[config.mk]
export PLATFORM = sky130hd
export DESIGN_NAME = seven_seg_scan_ctrl
export DESIGN_NICKNAME = d
export VERILOG_FILES = /design/src/rtl/seven_seg_scan_ctrl.sv
export SDC_FILE = /design/constraint.sdc
export NUM_CORES = 1
export LEC_CHECK = 0
export CAP_MARGIN = 25
export CORE_MARGIN = 2
export CORE_UTILIZATION = 40
export CTS_CLUSTER_DIAMETER = 50
export CTS_CLUSTER_SIZE = 40
export DETAILED_ROUTE_END_ITERATION = 10
export GPL_TIMING_DRIVEN = 0
export SYNTH_ARGS = -nofsm -noshare
export SYNTH_HDL_FRONTEND = slang
export SYNTH_SLANG_ARGS = --single-unit
[constraint.sdc]
create_clock -name clk -period 2.7 [get_ports clk]
set_input_delay 0.54 -clock clk [delete_from_list [all_inputs] [get_ports clk]]
set_output_delay 0.54 -clock clk [all_outputs]
set_load 0.01 [all_outputs]
[src/rtl/seven_seg_scan_ctrl.sv]
// ---------------------------------------------------------------------------
// seven_seg_scan_ctrl
//   Time-multiplexing scan controller for a 4-digit seven-segment display.
//   Holds a 16-bit display word and walks the digit decoder's select/nibble
//   inputs through digits 0..3, one digit slot every TICK_DIV clocks. The first
//   BLANK_CYCLES clocks of every slot are blanked to suppress ghosting while
//   the anode select settles. New words are committed only at a frame boundary
//   so a frame never shows a mix of old and new digits.
//
// Ports
//   clk         in   1   system clock, rising edge
//   rst_n       in   1   asynchronous active-low reset
//   disp_en     in   1   1 = scan active, 0 = display dark (registered)
//   lzb_en      in   1   1 = blank leading zero digits (registered)
//   digit_mask  in   4   bit i = 1 forces digit i dark (registered)
//   load        in   1   strobe: data_in -> pending register
//   data_in     in   16  [3:0] = digit0 (rightmost) .. [15:12] = digit3
//   dec_en      out  2   digit select to decoder, 0 = rightmost anode
//   dec_num     out  4   nibble of the selected digit
//   blank       out  1   1 = force all anodes off
//   frame_tick  out  1   1-cycle pulse after the digit 3 slot ends
//   upd_ack     out  1   1-cycle pulse after the pending word is committed
// ---------------------------------------------------------------------------
module seven_seg_scan_ctrl #(
  parameter int unsigned TICK_DIV     = 1000,
  parameter int unsigned BLANK_CYCLES = 8,
  parameter int unsigned CNT_W        = 16
) (
  input  logic        clk,
  input  logic        rst_n,
  input  logic        disp_en,
  input  logic        lzb_en,
  input  logic [3:0]  digit_mask,
  input  logic        load,
  input  logic [15:0] data_in,
  output logic [1:0]  dec_en,
  output logic [3:0]  dec_num,
  output logic        blank,
  output logic        frame_tick,
  output logic        upd_ack
);

  localparam logic [CNT_W-1:0] PRESC_LAST  = CNT_W'(TICK_DIV - 1);
  localparam logic [CNT_W-1:0] GUARD_LIMIT = CNT_W'(BLANK_CYCLES);

  typedef enum logic {
    S_GUARD = 1'b0,
    S_SHOW  = 1'b1
  } state_t;

  // Registered state
  state_t             state_q,      state_d;
  logic [CNT_W-1:0]   presc_q,      presc_d;
  logic [1:0]         dec_en_q,     dec_en_d;
  logic [15:0]        display_q,    display_d;
  logic [15:0]        pending_q,    pending_d;
  logic               pend_vld_q,   pend_vld_d;
  logic               frame_tick_q, frame_tick_d;
  logic               upd_ack_q,    upd_ack_d;
  logic               disp_en_q,    disp_en_d;
  logic               lzb_en_q,     lzb_en_d;
  logic [3:0]         mask_q,       mask_d;

  // Decoded control
  logic               slot_end;
  logic               frame_end;
  logic               commit;
  logic [3:0]         upper_zero;
  logic               lz_blank;

  // -------------------------------------------------------------------------
  // Next-state logic
  // -------------------------------------------------------------------------
  always_comb begin
    disp_en_d = disp_en;
    lzb_en_d  = lzb_en;
    mask_d    = digit_mask;

    slot_end  = disp_en_q && (presc_q == PRESC_LAST);
    frame_end = slot_end && (dec_en_q == 2'd3);
    // While dark there is no frame to tear, so commit as soon as possible.
    commit    = pend_vld_q && (frame_end || !disp_en_q);

    presc_d  = presc_q;
    dec_en_d = dec_en_q;
    if (!disp_en_q) begin
      presc_d  = '0;
      dec_en_d = '0;
    end else if (slot_end) begin
      presc_d  = '0;
      dec_en_d = dec_en_q + 2'd1;
    end else begin
      presc_d  = presc_q + 1'b1;
    end

    // State follows the prescaler value it will hold next, so GUARD always
    // coincides exactly with prescaler < BLANK_CYCLES.
    state_d = state_q;
    if (!disp_en_q) begin
      state_d = S_GUARD;
    end else begin
      case (state_q)
        S_GUARD: if (presc_d >= GUARD_LIMIT) state_d = S_SHOW;
        S_SHOW:  if (presc_d <  GUARD_LIMIT) state_d = S_GUARD;
        default: state_d = S_GUARD;
      endcase
    end

    // Load and commit in the same cycle: old pending goes to display, new
    // data stays pending.
    display_d  = commit ? pending_q : display_q;
    pending_d  = load ? data_in : pending_q;
    pend_vld_d = pend_vld_q;
    if (load) begin
      pend_vld_d = 1'b1;
    end else if (commit) begin
      pend_vld_d = 1'b0;
    end

    frame_tick_d = frame_end;
    upd_ack_d    = commit;
  end

  // -------------------------------------------------------------------------
  // State registers
  // -------------------------------------------------------------------------
  always_ff @(posedge clk or negedge rst_n) begin
    if (!rst_n) begin
      state_q      <= S_GUARD;
      presc_q      <= '0;
      dec_en_q     <= '0;
      display_q    <= '0;
      pending_q    <= '0;
      pend_vld_q   <= 1'b0;
      frame_tick_q <= 1'b0;
      upd_ack_q    <= 1'b0;
      disp_en_q    <= 1'b0;
      lzb_en_q     <= 1'b0;
      mask_q       <= '0;
    end else begin
      state_q      <= state_d;
      presc_q      <= presc_d;
      dec_en_q     <= dec_en_d;
      display_q    <= display_d;
      pending_q    <= pending_d;
      pend_vld_q   <= pend_vld_d;
      frame_tick_q <= frame_tick_d;
      upd_ack_q    <= upd_ack_d;
      disp_en_q    <= disp_en_d;
      lzb_en_q     <= lzb_en_d;
      mask_q       <= mask_d;
    end
  end

  // -------------------------------------------------------------------------
  // Outputs (registers only, no input-to-output path)
  // -------------------------------------------------------------------------
  // upper_zero[i] = digit i and every digit above it are zero.
  always_comb begin
    upper_zero[3] = (display_q[15:12] == 4'h0);
    upper_zero[2] = upper_zero[3] && (display_q[11:8] == 4'h0);
    upper_zero[1] = upper_zero[2] && (display_q[7:4]  == 4'h0);
    upper_zero[0] = upper_zero[1] && (display_q[3:0]  == 4'h0);
    // Digit 0 always shows, even when the whole word is zero.
    lz_blank      = lzb_en_q && (dec_en_q != 2'd0) && upper_zero[dec_en_q];
  end

  assign dec_en     = dec_en_q;
  assign dec_num    = display_q[{dec_en_q, 2'b00} +: 4];
  assign blank      = (state_q == S_GUARD) || !disp_en_q || mask_q[dec_en_q] || lz_blank;
  assign frame_tick = frame_tick_q;
  assign upd_ack    = upd_ack_q;

endmodule

==> summary.md, run 1 <==
| Metric | Value |
|---|---|
| Status | `finished clean` |
| Worst-Skew Late Latency | `0.33 ns` |
| RSZ-0062 raised after global routing | `yes` |
| Total Routing Usage GR | `0.154` |
| Fin worst setup slack | `0.0684 ns` |
| Sequential share of the synthesized area | `0.527` |
| Reg2reg start | `presc_q[0]` |
| Final WL | `5130 um` |
| Crit path DAT | `2.09 ns` |
| Reg2reg path depth | `6` |
| Req. time, crit path | `2.16 ns` |
| Share of layout cells above drive strength 1 | `0.289` |
| Root buffer cell | `clkbuf_8` |
| Core Area | `6830 um^2` |
| CTS Sinks | `60` |
| Synth area leader | `dfrtp_1` |
| Post-Synthesis Cells | `221` |
| Fmax | `380 MHz` |
| Die Height | `88.4 um` |
| Nets | `293` |
| Final Setup Violations | `0` |
| DP Worst Slack | `-0.267 ns` |
| Flop and latch count out of synthesis | `60` |
| Via count | `1,780` |
| FF-to-FF End | `state_q` |
| Count of cell types in the netlist | `49` |
| Drt wl/cell | `14.0 um` |
| Endpoints failing hold | `0` |
| Mean Syn Cell Area | `12.9 um^2` |
| Synth top area share | `0.527` |
| First-pass GRT wire length | `8990 um` |
| CTS max path bufs | `2` |
| Layout overhead on the synthesized area | `22.7%` |
| Post-synthesis compound-gate area fraction | `0.0413` |
| DR pass1 iterations | `4` |
| Yosys warning total | `0` |
| Max-cap violations | `0` |
| Total CTS buffers | `9` |
| Asr flop ratio synth | `1.00` |
| Initial Util | `0.417` |
| Die W | `88.4 um` |
| Residual DRC | `0` |
| Synth top area cells | `dfrtp_1 (53%), mux2_2 (9.1%), mux2_4 (4.7%)` |
| Fraction of synthesized cell area in xor and xnor cells | `0.0523` |
| Final Skew | `0.00611 ns` |
| Crit-path max FO | `3` |
| Worst setup path endpoint | `blank` |
| Lkg Pwr | `1.47 nW` |
| Crit path launch | `display_q[15]` |
| Simple-gate share of the synthesized area | `0.150` |
| Period utilisation layout | `0.975` |
| Final ANT Viol Nets | `0` |
| Non-Filler Instances | `366` |
| Initial antenna violation count | `0` |
| Vias per cell | `4.86` |
| Diodes inserted | `0` |
| Vias in the first global route | `1,780` |
| Num ports | `34` |
| Worst VDD drop | `0.297 mV` |
| Actual slew at the worst max-slew pin | `0.685 ns` |
| Final min period | `2.63 ns` |
| Dpl cells | `350` |
| Crit path kind | `flip-flop to output pin` |
| IO Port Bufs | `32` |
| Placed Area | `3300 um^2` |
| Post-Syn Area | `2850 um^2` |
| H-tree levels | `3` |
| Drt initial violations | `119` |
| Worst Hold Class | `input pin to asynchronous set/reset pin` |
| Syn Nets | `249` |
| DP Wirelength | `3710 um` |
| Post-synth top flop | `dfrtp_1` |
| P per Cell Area | `568 nW/um^2` |
| Relative slew slack | `0.539` |
| Largest family of logic cells by synthesized area | `multiplexers` |
| Flop2flop setup slack | `0.30 ns` |
| Worst Setup Start Kind | `flip-flop` |
| Largest net degree at the start of global routing | `32` |
| Mux cell area share after synthesis | `0.181` |
| CTS tree | `yes` |
| Reg clk slew, reported paths | `0.07 ns` |
| Row count | `30` |
| Critical path capture point type | `output pin` |
| Post-route cell area | `3490 um^2` |
| Max Slew Vio Count | `0` |
| Gpl congestion | `0.762` |
| Overflow after GRT | `0` |
| Post-synthesis adder-cell area fraction | `0.0132` |
| Post-synth EDFFs | `0` |
| Full die area | `7810 um^2` |
[state kept, by name (all words and copies together), names as in the netlist]
register / cells
display_q: 16
frame_tick: 1
pend_vld_q: 1
presc_q: 16
pending_q: 16
lzb_en_q: 1
dec_en: 2
state_q: 1
disp_en_q: 1
mask_q: 4
upd_ack: 1
[metal layers]
layer / GRT usage / wire, um / share of wire / vias to the layer above
met5: 0 / 0 / 0 / -
met1: 0.214 / 2490 / 0.49 / 874
li1: - / - / - / 874
met3: 0.0476 / 154 / 0.030 / 4
met2: 0.224 / 2430 / 0.47 / 28
met4: 0.0661 / 56 / 0.011 / 0
[through the flow]
| step | utilization | setup TNS [ns] | hold WS (ns) | power, mW |
|---|---|---|---|---|
| 3_5_place_dp | 0.484 | -0.267 | 0.492 | 1.30 |
| 4_1_cts | 0.507 | 0 | 0.251 | 2.02 |
| 6_report | 0.512 | 0 | 0.243 | 1.99 |
| 3_3_place_gp | 0.481 | -51.91 | 0.484 | 1.29 |
| 2_1_floorplan | - | 0 | 0.244 | 1.18 |
| 5_1_grt | 0.512 | -0.000661 | 0.284 | 2.09 |
[cell families (layout without fill, tap and decap cells)]
group / count (synthesis) / after routing
compound gates: 16 / 16
xor+xnor: 17 / 17
fa+ha+maj: 3 / 3
buf+inv: 20 / 69
flops: 60 / 60
mux: 38 / 38
simple gates: 67 / 67
[what timing repair did]
| action | 4_1_cts | 5_1_grt |
|---|---|---|
| setup buffers | 0 | 1 |
| resized for setup | 6 | 7 |
| cloned | 0 | 0 |
| pin swaps | 0 | 3 |
| endpoints found under the setup margin | 5 | 1 |
| hold buffers | 0 | 0 |
[worst min path at each step]
stage                     slack, ns         start            to
after floorplan                0.24         rst_n     dec_en[0]
after global placement         0.48  pending_q[1]  display_q[1]
after detailed placement       0.49  pending_q[0]  display_q[0]
after CTS                      0.25         rst_n    presc_q[5]
after global routing           0.28         rst_n    presc_q[5]
final                          0.24         rst_n    presc_q[5]
[power breakdown]
| group | switching, mW | leakage, nW | internal (mW) |
|---|---|---|---|
| clock network | 0.343 | 0.0824 | 0.355 |
| registers | 0.0665 | 0.744 | 0.981 |
| logic | 0.0786 | 0.646 | 0.161 |
| total | 0.488 | 1.47 | 1.50 |
[Yosys cell counts (2+ instances only)]
master    instances
a21oi_1           4
and2_1            2
and4_1            3
buf_2             2
clkbuf_1          7
clkbuf_2          2
dfrtp_1          60
ha_1              3
inv_1             6
mux2_2           23
mux2_4            9
mux4_2            5
nand2_1           7
nand3_1           8
nand4_4           2
nor2_1           18
nor2b_1           2
nor3_1            5
nor4_1            5
o21ai_0           2
or3_1             2
or4_1             2
xnor2_1           9
xor2_1            8
[worst max-delay path, stage by stage (launching register included)]
cell and delay [ns]:
dfrtp_1 0.39, or4b_4 0.53, or4_4 0.54, o21ai_2 0.15, buf_2 0.15
[layout make-up]
type | instances | area, um^2
Fill cell | 633 | 3340
Sequential cell | 60 | 1500
Multi-Input combinational cell | 141 | 1260
Timing Repair Buffer | 34 | 338
Clock buffer | 12 | 145
Tap cell | 96 | 120
Buffer | 13 | 76.3
Clock inverter | 4 | 25.0
Inverter | 6 | 22.5
[placed cells by master, fill, tap and decap left out, types with 3 or more instances in the layout]
cell type	instances
xnor2_1	9
clkbuf_8	10
nor2_1	18
mux4_2	5
a21oi_1	4
nand2_1	7
buf_2	4
nand3_1	8
xor2_1	8
nor3_1	5
dfrtp_1	59
clkbuf_1	7
ha_1	3
mux2_4	9
nor4_1	4
mux2_2	23
inv_1	6
clkdlybuf4s50_1	30
and4_1	3
Power figures use the tool's default switching activity.
==> inputs of run 2 (changes only) <==
--- a/config.mk
+++ b/config.mk
@@ -7,5 +7,5 @@
 export LEC_CHECK = 0
 export CAP_MARGIN = 25
-export CORE_MARGIN = 2
+export CORE_MARGIN = 10
 export CORE_UTILIZATION = 40
 export CTS_CLUSTER_DIAMETER = 50
@@ -13,4 +13,5 @@
 export DETAILED_ROUTE_END_ITERATION = 10
 export GPL_TIMING_DRIVEN = 0
+export SETUP_SLACK_MARGIN = 0.05
 export SYNTH_ARGS = -nofsm -noshare
 export SYNTH_HDL_FRONTEND = slang
==> constraint.sdc (replaced) <==
create_clock -name clk -period 2.7 [get_ports clk]
set_input_delay 0.405 -clock clk [delete_from_list [all_inputs] [get_ports clk]]
set_output_delay 0.405 -clock clk [all_outputs]
set_load 0.01 [all_outputs]
==> run 2 against run 1 <==
Sequential share of layout area is 0.66 points lower; worst setup slack better by 0.10 ns; worst hold slack worse by 0.16 ns; largest power group unchanged; critical path depth stayed put; clock power is 40% higher; first-iteration DRC count is 73% lower; flip-flop and latch count stayed put; global-route usage is 5.0 points lower; wire length is 7.3% higher; maximum frequency is 4.1% higher; largest cell class unchanged; sequential power hardly changed; critical endpoint unchanged; final cell count stayed put; highest routed layer unchanged.
==> summary.md, run 2 (synthesized netlist as in run 1, its figures left out) <==
| Metric | Value |
|---|---|
| Status | `finished clean` |
| Internal cell power | `1.75 mW (+17%)` |
| Share of layout cells above drive strength 1 | `0.281 (-0.00741)` |
| CTS max path bufs | `2 (unchanged)` |
| # Post-CTS Setup Buffers | `0 (unchanged)` |
| Die W | `104 um (+18%)` |
| Fill cells | `613 (-3.2%)` |
| CTS tree | `yes` |
| Layout overhead on the synthesized area | `24.5%` |
| Gpl congestion | `0.757 (-0.63%)` |
| Final ANT Viol Nets | `0 (unchanged)` |
| Sw Ratio | `0.225 (-0.0213)` |
| Root buffer cell | `clkbuf_8` |
| Reg2reg path depth | `6 (unchanged)` |
| Power share of the sequential group | `0.462 (-0.066)` |
| Lkg Pwr | `1.50 nW (+2.2%)` |
| Req. time, crit path | `2.30 ns (+0.14 ns)` |
| Max-cap violations | `0 (unchanged)` |
| Residual DRC | `0 (unchanged)` |
| IO Port Bufs | `32 (unchanged)` |
| Diodes inserted | `0 (unchanged)` |
| Critical path capture point type | `output pin` |
| Final Setup Violations | `0 (unchanged)` |
| DP Worst Slack | `-0.125 ns (+0.142 ns)` |
| Fin worst setup slack | `0.172 ns (+0.104 ns)` |
| Tot Pwr | `2.26 mW (+14%)` |
| Clock power share | `0.433 (+0.081)` |
| Crit path kind | `flip-flop to output pin` |
| Dpl cells | `350 (unchanged)` |
| Max Slew Vio Count | `0 (unchanged)` |
| Vias in the first global route | `1,875 (+5.3%)` |
| Total Routing Usage GR | `0.104 (-0.0499)` |
| Hold_buf cts | `0 (unchanged)` |
| Commonest non-fill, non-tap cell in the layout | `dfrtp_1` |
| Core Area | `6870 um^2 (+0.55%)` |
| Full die area | `10,900 um^2 (+39%)` |
| Worst Setup Start Kind | `flip-flop` |
| Row count | `30 (unchanged)` |
| Worst VDD drop | `0.328 mV (+10%)` |
| Period utilisation layout | `0.936 (-0.0385)` |
| Drt initial violations | `32 (-73%)` |
| Top Registers | `display_q: 16 flops, pending_q: 16 flops, presc_q: 16 flops` |
| Initial antenna violation count | `0 (unchanged)` |
| First-pass GRT wire length | `9240 um (+2.8%)` |
| Worst-Skew Late Latency | `0.34 ns (about the same)` |
| H-tree levels | `3 (unchanged)` |
| P per Cell Area | `637 nW/um^2 (+12%)` |
| Largest net degree at the start of global routing | `33 (+3.1%)` |
| Fmax | `396 MHz (+4.1%)` |
| Most frequent cells in the layout | `dfrtp_1 (60), clkdlybuf4s50_1 (30), mux2_2 (23)` |
| Reg clk slew, reported paths | `0.07 ns (about the same)` |
| Crit path DAT | `2.12 ns (+0.03 ns)` |
| Initial Util | `0.415 (-0.00228)` |
| CTS Sinks | `60 (unchanged)` |
| DR pass1 iterations | `4 (unchanged)` |
| NetSw | `0.507 mW (+3.9%)` |
| Num ports | `34 (unchanged)` |
| Worst Hold Class | `input pin to asynchronous set/reset pin` |
| Final WL | `5510 um (+7.3%)` |
| Overflow after GRT | `0 (unchanged)` |
| Drt wl/cell | `15.0 um (+7.3%)` |
| Die Height | `104 um (+18%)` |
| Crit-path max FO | `3 (unchanged)` |
| Endpoints failing hold | `0 (unchanged)` |
| Relative slew slack | `0.542 (+0.00305)` |
| Via count | `1,811 (+1.7%)` |
| Actual slew at the worst max-slew pin | `0.680 ns (-0.00454 ns)` |
| Gate power share | `0.105 (-0.016)` |
| Non-Filler Instances | `366 (unchanged)` |
| Final min period | `2.53 ns (-0.104 ns)` |
| Vias per cell | `4.95 (+1.7%)` |
| Total CTS buffers | `9 (unchanged)` |
| Final Skew | `0.00886 ns (+0.00275 ns)` |
| RSZ-0062 raised after global routing | `no` |
| Nets | `293 (unchanged)` |
| DP Wirelength | `4030 um (+8.6%)` |
-- run 2: cell count changes in the layout (fill, tap and decap cells not counted), sizes merged --
cell and delta:
bufinv +3, clkinvlp -1, clkbuf -1, clkinv -1
inv +1, buf -1
-- run 2: power by group through the flow --
stage	clock network (mW)	logic, mW	registers [mW]
2_1_floorplan	0	0.143	1.04
3_3_place_gp	0	0.233	1.06
3_5_place_dp	0	0.241	1.06
4_1_cts	1.00	0.242	1.04
5_1_grt	1.04	0.257	1.05
6_report	0.978	0.236	1.04
-- run 2: final timing paths --
kind	startpoint	slack [ns]	endpoint
setup / recovery	display_q[14]	0.17	blank
hold / removal	rst_n	0.09	presc_q[8]
setup reg to reg	presc_q[0]	0.32	state_q
hold reg to reg	pending_q[2]	0.50	display_q[2]
max in group asynchronous	rst_n	2.01	pending_q[13]
min in group clk	pending_q[2]	0.50	display_q[2]
-- run 2: routing by layer --
metal | vias up | GRT usage | part of all wire
li1 | 874 | - | -
met1 | 898 | 0.128 | 0.48
met4 | 0 | 0.0417 | 0.016
met3 | 9 | 0.0366 | 0.041
met2 | 30 | 0.163 | 0.46
met5 | - | 0 | 0
-- run 2: area by class of cell --
| type | instances | area, um^2 | share of cell area |
|---|---|---|---|
| plain buffers | 14 | 81.3 | 0.0229 |
| clock buffers | 10 | 128 | 0.0360 |
| clock inverters | 6 | 111 | 0.0314 |
| inverters | 6 | 22.5 | 0.00635 |
| multi-input cells | 141 | 1250 | 0.353 |
| flip-flops and latches | 60 | 1500 | 0.423 |
| well taps | 96 | 120 | 0.0339 |
| repair buffers | 33 | 330 | 0.0932 |
-- run 2: repair_timing --
item | 4_1_cts | 5_1_grt
endpoints found under the setup margin | 5 | 1
cloned | 0 | 0
gates resized for setup | 7 | 4
-- run 2: stage by stage --
stage                util  hold WS (ns)  area [um^2]  setup TNS, ns
floorplan               -         0.109         2850              0
global route        0.516         0.148         3550              0
detailed placement  0.481         0.479         3300         -0.125
CTS                 0.516         0.112         3550              0
finish              0.516        0.0869         3550              0
global placement    0.479         0.484         3290         -45.10
-- run 2: worst max-delay path: stages, from the launching register on --
cell     delay [ns]
dfrtp_1        0.40
or4b_2         0.67
or4_1          0.43
o21ai_2        0.13
buf_2          0.15
==> inputs of run 3 (changes only) <==
Settings changed: REMOVE_ABC_BUFFERS from default to 1.
==> run 3 against run 2 <==
Non-clock buffer count is 13 lower; global-route usage about the same; total power fell by 7.8%; flip-flop and latch count stayed put; die area unchanged; first-iteration DRC count increased by 41%; worst setup slack improved by 0.016 ns; clock power decreased by 18%; count of clock-buffer cells in the layout unchanged; final cell count down 3.6%; final area fell by 3.0%; critical endpoint unchanged; largest cell class unchanged.
==> summary.md, run 3 (synthesized netlist as in run 1, its figures left out) <==
| Metric | Value |
|---|---|
| Period utilisation layout | `0.930 (-0.00595)` |
| RSZ-0062 raised after global routing | `no` |
| Residual DRC | `0 (unchanged)` |
| Worst Hold Class | `input pin to asynchronous set/reset pin` |
| Crit path DAT | `2.11 ns (about the same)` |
| P per Cell Area | `606 nW/um^2 (-4.9%)` |
| Diodes inserted | `0 (unchanged)` |
| Largest net degree at the start of global routing | `37 (+12%)` |
| DP Wirelength | `3680 um (-8.5%)` |
| Final Skew | `0.00551 ns (-0.00334 ns)` |
| Tot Pwr | `2.08 mW (-7.8%)` |
| Reg2reg path depth | `6 (unchanged)` |
| Layout overhead on the synthesized area | `20.7%` |
| Endpoints failing hold | `0 (unchanged)` |
| Commonest non-fill, non-tap cell in the layout | `dfrtp_1` |
| Post-route cell area | `3440 um^2 (-3.0%)` |
| Lkg Pwr | `1.44 nW (-4.5%)` |
| Fin util | `0.501 (-0.0157)` |
| Vias per cell | `4.93 (-0.38%)` |
| Full die area | `10,900 um^2 (unchanged)` |
| IO Port Bufs | `33 (+3.1%)` |
| DR pass1 iterations | `4 (unchanged)` |
| Crit-path max FO | `3 (unchanged)` |
| First-pass GRT wire length | `9310 um (+0.75%)` |
| Most frequent cells in the layout | `dfrtp_1 (59), clkdlybuf4s50_1 (31), mux2_2 (23)` |
| Reg clk slew, reported paths | `0.07 ns (about the same)` |
| Num ports | `34 (unchanged)` |
| Final WL | `5310 um (-3.6%)` |
| Nets | `280 (-4.4%)` |
| Req. time, crit path | `2.30 ns (about the same)` |
| Actual slew at the worst max-slew pin | `0.808 ns (+0.128 ns)` |
| Vias in the first global route | `1,831 (-2.3%)` |
| Crit path kind | `flip-flop to output pin` |
| Worst-Skew Late Latency | `0.33 ns (about the same)` |
| Slowest CP cell | `or4b_2` |
| Final min period | `2.51 ns (-0.0161 ns)` |
| Max-cap violations | `0 (unchanged)` |
| Gpl congestion | `0.749 (-1.1%)` |
| Critical Path, Cell by Cell | `or4b_2 -> or4_1 -> o21ai_2 -> buf_2` |
| Share of layout cells above drive strength 1 | `0.272 (-0.00911)` |
| Die Height | `104 um (unchanged)` |
| # Post-CTS Setup Buffers | `0 (unchanged)` |
| Row count | `30 (unchanged)` |
| Non-Filler Instances | `353 (-3.6%)` |
| Critical path capture point type | `output pin` |
| Via count | `1,740 (-3.9%)` |
| Drt wl/cell | `15.0 um (about the same)` |
| Placed Area | `3240 um^2 (-2.0%)` |
| Initial antenna violation count | `0 (unchanged)` |
| Hold_buf cts | `0 (unchanged)` |
| Worst Setup Start Kind | `flip-flop` |
| Dpl cells | `337 (-3.7%)` |
| Final hold slack | `0.160 ns (+0.0732 ns)` |
| CTS Sinks | `60 (unchanged)` |
| Final ANT Viol Nets | `0 (unchanged)` |
| Root buffer cell | `clkbuf_8` |
| CTS max path bufs | `2 (unchanged)` |
| Status | `finished clean` |
| CP peak stage delay | `0.66 ns (about the same)` |
| Initial Util | `0.415 (unchanged)` |
| Total CTS buffers | `9 (unchanged)` |
| Overflow after GRT | `0 (unchanged)` |
| Max Slew Vio Count | `0 (unchanged)` |
| Die W | `104 um (unchanged)` |
| H-tree levels | `3 (unchanged)` |
| Relative slew slack | `0.461 (-0.0810)` |
| Core Area | `6870 um^2 (unchanged)` |
| Drt initial violations | `45 (+41%)` |
| Final Setup Violations | `0 (unchanged)` |
| Worst VDD drop | `0.350 mV (+6.9%)` |
| Top Registers | `display_q: 16 flops, pending_q: 16 flops, presc_q: 16 flops` |
| Fmax | `398 MHz (+0.64%)` |
| Total Routing Usage GR | `0.105 (+0.000422)` |
| CTS tree | `yes` |
==> run 3: per-layer routing <==
metal  track usage  routed length [um]  vias to the layer above
li1              -                   -                      846
met1         0.129                2490                      859
met2         0.156                2480                       28
met3        0.0421                 229                        7
met4        0.0477                 112                        0
met5             0                   0                        -
==> run 3: per-stage QoR <==
stage	setup WS (ns)	setup TNS, ns
2_1_floorplan	0.619	0
3_3_place_gp	-0.706	-42.15
3_5_place_dp	0.0372	0
4_1_cts	0.0629	0
5_1_grt	0.108	0
6_report	0.188	0
==> run 3: worst max-delay path: cells and delay by family (launching register included) <==
kind	cells	cell delay, ns
simple gates	2	1.09
flops	1	0.40
buf+inv	1	0.15
compound gates	1	0.14
==> run 3: area by class of cell <==
class                   count  area, um^2
clock buffers              10         138
multi-input cells         141        1250
clock inverters             6        63.8
flip-flops and latches     60        1500
well taps                  96         120
inverters                   6        22.5
fillers                   610        3430
repair buffers             34         340
==> run 3: timing repair <==
item	4_1_cts	5_1_grt
gates cloned	0	0
setup endpoints to repair	1	1
hold endpoints to repair	0	0
gates resized for setup	5	2
==> run 3: final timing paths <==
check	to	startpoint	slack, ns
max	blank	display_q[14]	0.19
min	presc_q[10]	rst_n	0.16
max reg2reg	state_q	presc_q[0]	0.34
min reg2reg	display_q[15]	pending_q[15]	0.50
max in group asynchronous	dec_en[0]	rst_n	1.93
min in group clk	display_q[15]	pending_q[15]	0.50
==> run 3: power by group <==
part | switching [mW] | internal (mW)
sequential | 0.0652 | 0.980
combinational | 0.0780 | 0.154
clock | 0.355 | 0.449
